===== src/rtl/ram.sv =====
// Single-port synchronous RAM: en=1 writes d_in to mem[addr], en=0 registers mem[addr] onto d_out.
// Asynchronous active-high reset clears the whole array and the read register.
module ram #(
    parameter int unsigned ADD_WIDTH  = 4,
    parameter int unsigned DATA_WIDTH = 8
) (
    input  logic                  clk,
    input  logic                  rst,
    input  logic                  en,
    input  logic [ADD_WIDTH-1:0]  addr,
    input  logic [DATA_WIDTH-1:0] d_in,
    output logic [DATA_WIDTH-1:0] d_out
);

    localparam int unsigned DEPTH = 2 ** ADD_WIDTH;

    logic [DATA_WIDTH-1:0] mem [DEPTH];

    // Storage array; reset clears every word so unwritten reads return zero
    always_ff @(posedge clk or posedge rst) begin
        if (rst) begin
            for (int i = 0; i < int'(DEPTH); i++) begin
                mem[i] <= '0;
            end
        end else if (en) begin
            mem[addr] <= d_in;
        end
    end

    // Read register holds across write cycles (no write-through)
    always_ff @(posedge clk or posedge rst) begin
        if (rst) begin
            d_out <= '0;
        end else if (!en) begin
            d_out <= mem[addr];
        end
    end

endmodule


===== config.mk =====
export PLATFORM = sky130hd
export DESIGN_NAME = ram
export DESIGN_NICKNAME = d
export VERILOG_FILES = /design/src/rtl/ram.sv
export SDC_FILE = /design/constraint.sdc
export NUM_CORES = 1
export LEC_CHECK = 0
export CORE_ASPECT_RATIO = 0.5
export CORE_MARGIN = 4
export CORE_UTILIZATION = 61
export DETAILED_ROUTE_END_ITERATION = 6
export PLACE_DENSITY_LB_ADDON = 0.3
export SLEW_MARGIN = 20
export SYNTH_ARGS = -nofsm -noshare
export SYNTH_HDL_FRONTEND = slang
export SYNTH_SLANG_ARGS = --single-unit

===== constraint.sdc =====
create_clock -name clk -period 5.75 [get_ports clk]
set_input_delay 1.15 -clock clk [delete_from_list [all_inputs] [get_ports clk]]
set_output_delay 1.15 -clock clk [all_outputs]
set_load 0.02 [all_outputs]

==> results.txt <==
Hold_ws: 503 ps
Die ar.: 0.0119 mm²
CP Max Fanout: 20
Cell variety after synth: 20
Max-Cap Viols: 0
Setup TNS: 0 ps
Worst Setup SP: en
Synth Flop Type: dfrtp_1
Status: complete, no violations
I/O Buffers: 22
CTS tree: yes
Die Y: 79.3 µm
Hold path startpoint: mem[28]$_DFFE_PP0P_
Hold_buf cts: 0
Final WL: 13,700 µm
Final Non-Filler Cells: 581
Initial core utilization: 64.1%
Final Util: 73.2%
Worst vdd ir: 0.253 mV
Synth async-reset ratio: 100%
Worst EP required: 6040 ps
Max-slew violation count: 0
Final hold violation count: 0
Clock latency on the worst-skew pair: 410 ps
Static leakage: 3.04 nW
Average size of a mapped cell: 15.0 µm²
Worst-Margin Slew: 1040 ps
Layout cell share with drive strength beyond 1: 43.0%
Gate count of the mapped netlist: 413
Count leader, synth: dfrtp_1
RSZ-0062 raised after global routing: false
Finish-stage setup viols: 0
Io pins: 23
Clk pwr share: 38.4%
P_sw: 0.711 mW
Detail Route Antenna Nets: 0
Top cells by count, synth: 136 x dfrtp_1, 128 x mux2_2, 40 x mux2i_1
Top cell type's share of synthesized area: 54.9%
Syn-to-layout area delta: 14.3%
Core area: 0.00967 mm²
Grt ovf: 0
Largest net degree at the start of global routing: 77
Area contributors post-synth: dfrtp_1 55%, mux2_2 23%, mux2i_1 6.5%, mux4_2 5.8%, o22ai_1 1.6%
Vias: 3,651
DRC viols: 0
Die width: 151 µm
Slew headroom: 30.2%
Avg WL per Cell: 23.5 µm
Seq pwr share: 45.0%
Initial antenna violation count: 0
CTS Sinks: 136
Net count after synthesis: 428
Syn Std Cell Area: 0.00619 mm²
Total CTS buffers: 17
Clk root buf: clkbuf_16
Sequential-to-total area share from yosys stat: 54.9%
CP Launch Type: input port
DP Wirelength: 8780 µm
#FFs+latches synth: 136
H-tree depth: 4
Sw Ratio: 24.6%
Critical Path AT: 3640 ps
Maximum root-to-sink buffer count: 2
Placed insts: 549
Post-synth EDFFs: 0
Total GRT Usage: 25.5%
First-pass GRT wire length: 22,600 µm
# Post-CTS Setup Buffers: 0
Synth area leader: dfrtp_1
Vias per inst: 6.28
Critical R2R Launch: mem[101]$_DFFE_PP0P_
Clock Skews: 5.64 ps
# diodes: 0
Clk slew on worst S/H paths: 50 ps
Achievable Freq: 0.299 GHz
Iteration-0 DRC count of the detailed router: 262
Internal: 2.18 mW
Comb pwr share: 16.6%
Pwr Total: 2.89 mW
WS Path Type: input port to register
Post-CTS resize count: 0
Vias in the first global route: 4,057
Worst Setup End Kind: register
Gpl congestion: 0.855
Nets: 448
Fillcell total: 568
PwrDens: 408 mW/mm²
HP Class: register to register
Synth warn: 0
# rows: 25
Final worst-path cycle share: 58.3%
Pre-Repair DR Iteration Count: 4
Fin crit period: 3350 ps
==> power groups by stage <==
stage	logic (mW)	clock network, mW	registers [mW]
2_1_floorplan	0.361	0	1.28
3_3_place_gp	0.455	0	1.29
3_5_place_dp	0.477	0	1.31
4_1_cts	0.485	1.12	1.30
5_1_grt	0.525	1.16	1.33
6_report	0.480	1.11	1.30
==> per-stage QoR <==
stage	instance area, µm²	setup WS, ps
after global placement	6470	1900
final	7080	2400
after detailed placement	6460	2020
after floorplan	6190	961
after CTS	7080	2420
after global routing	7080	2270
==> cells in the final DEF, fill, tap and decap left out, types with 5 or more instances in the layout <==
cell,n
mux2i_1,40
clkdlybuf4s50_1,20
nor2_1,9
mux2_2,128
nor2_2,9
clkbuf_8,7
mux4_2,16
dfrtp_1,136
nand2b_1,11
clkbuf_16,17
o22ai_1,16
nand3b_1,5
o41a_1,8
==> cell families after synthesis <==
family | count (synthesis) | share of synthesized area, %
buffers and inverters | 25 | 2.24
flip-flops | 136 | 54.9
AND/OR/NAND/NOR | 44 | 4.20
multiplexers | 184 | 35.5
AO/OA/AOI/OAI | 24 | 3.07
==> cell type report <==
| type | count | area, µm² | area share [%] |
|---|---|---|---|
| Clock buffer | 26 | 529 | 7.48 |
| Clock inverter | 6 | 85.1 | 1.20 |
| Inverter | 1 | 6.26 | 0.0884 |
| Multi-Input combinational cell | 252 | 2650 | 37.5 |
| Sequential cell | 136 | 3400 | 48.1 |
| Tap cell | 135 | 169 | 2.39 |
| Timing Repair Buffer | 25 | 233 | 3.29 |
==> registers in the layout (all words and copies together) (netlist names) <==
signal / flops
d_out: 8
mem: 128
==> routing by layer <==
| layer | part of all wire (%) | global-route usage [%] | up-vias |
|---|---|---|---|
| met1 | 46 | 35.2 | 1940 |
| met5 | 0 | 0 | - |
| met3 | 4.7 | 5.59 | 30 |
| met2 | 47 | 39.3 | 95 |
| li1 | - | - | 1586 |
| met4 | 2.5 | 11.2 | 0 |
==> critical path, stage by stage <==
cell             delay (ps)
clkdlybuf4s50_1         950
nor3b_1                 500
nand3_1                 540
mux2_2                  500
==> worst paths after layout <==
| path | to | slack [ps] | cells past startpoint |
|---|---|---|---|
| worst min-delay path | mem[28]$_DFFE_PP0P_ | 500 | 1 |
| max in group asynchronous | mem[26]$_DFFE_PP0P_ | 3610 | 3 |
| worst max-delay path | mem[73]$_DFFE_PP0P_ | 2400 | 4 |
| min in group asynchronous | mem[114]$_DFFE_PP0P_ | 990 | 2 |
| worst min register to register | mem[28]$_DFFE_PP0P_ | 500 | 1 |
| worst max register to register | d_out[5]$_DFFE_PP0N_ | 4000 | 4 |
No activity file was read; power rests on OpenSTA's default activity.
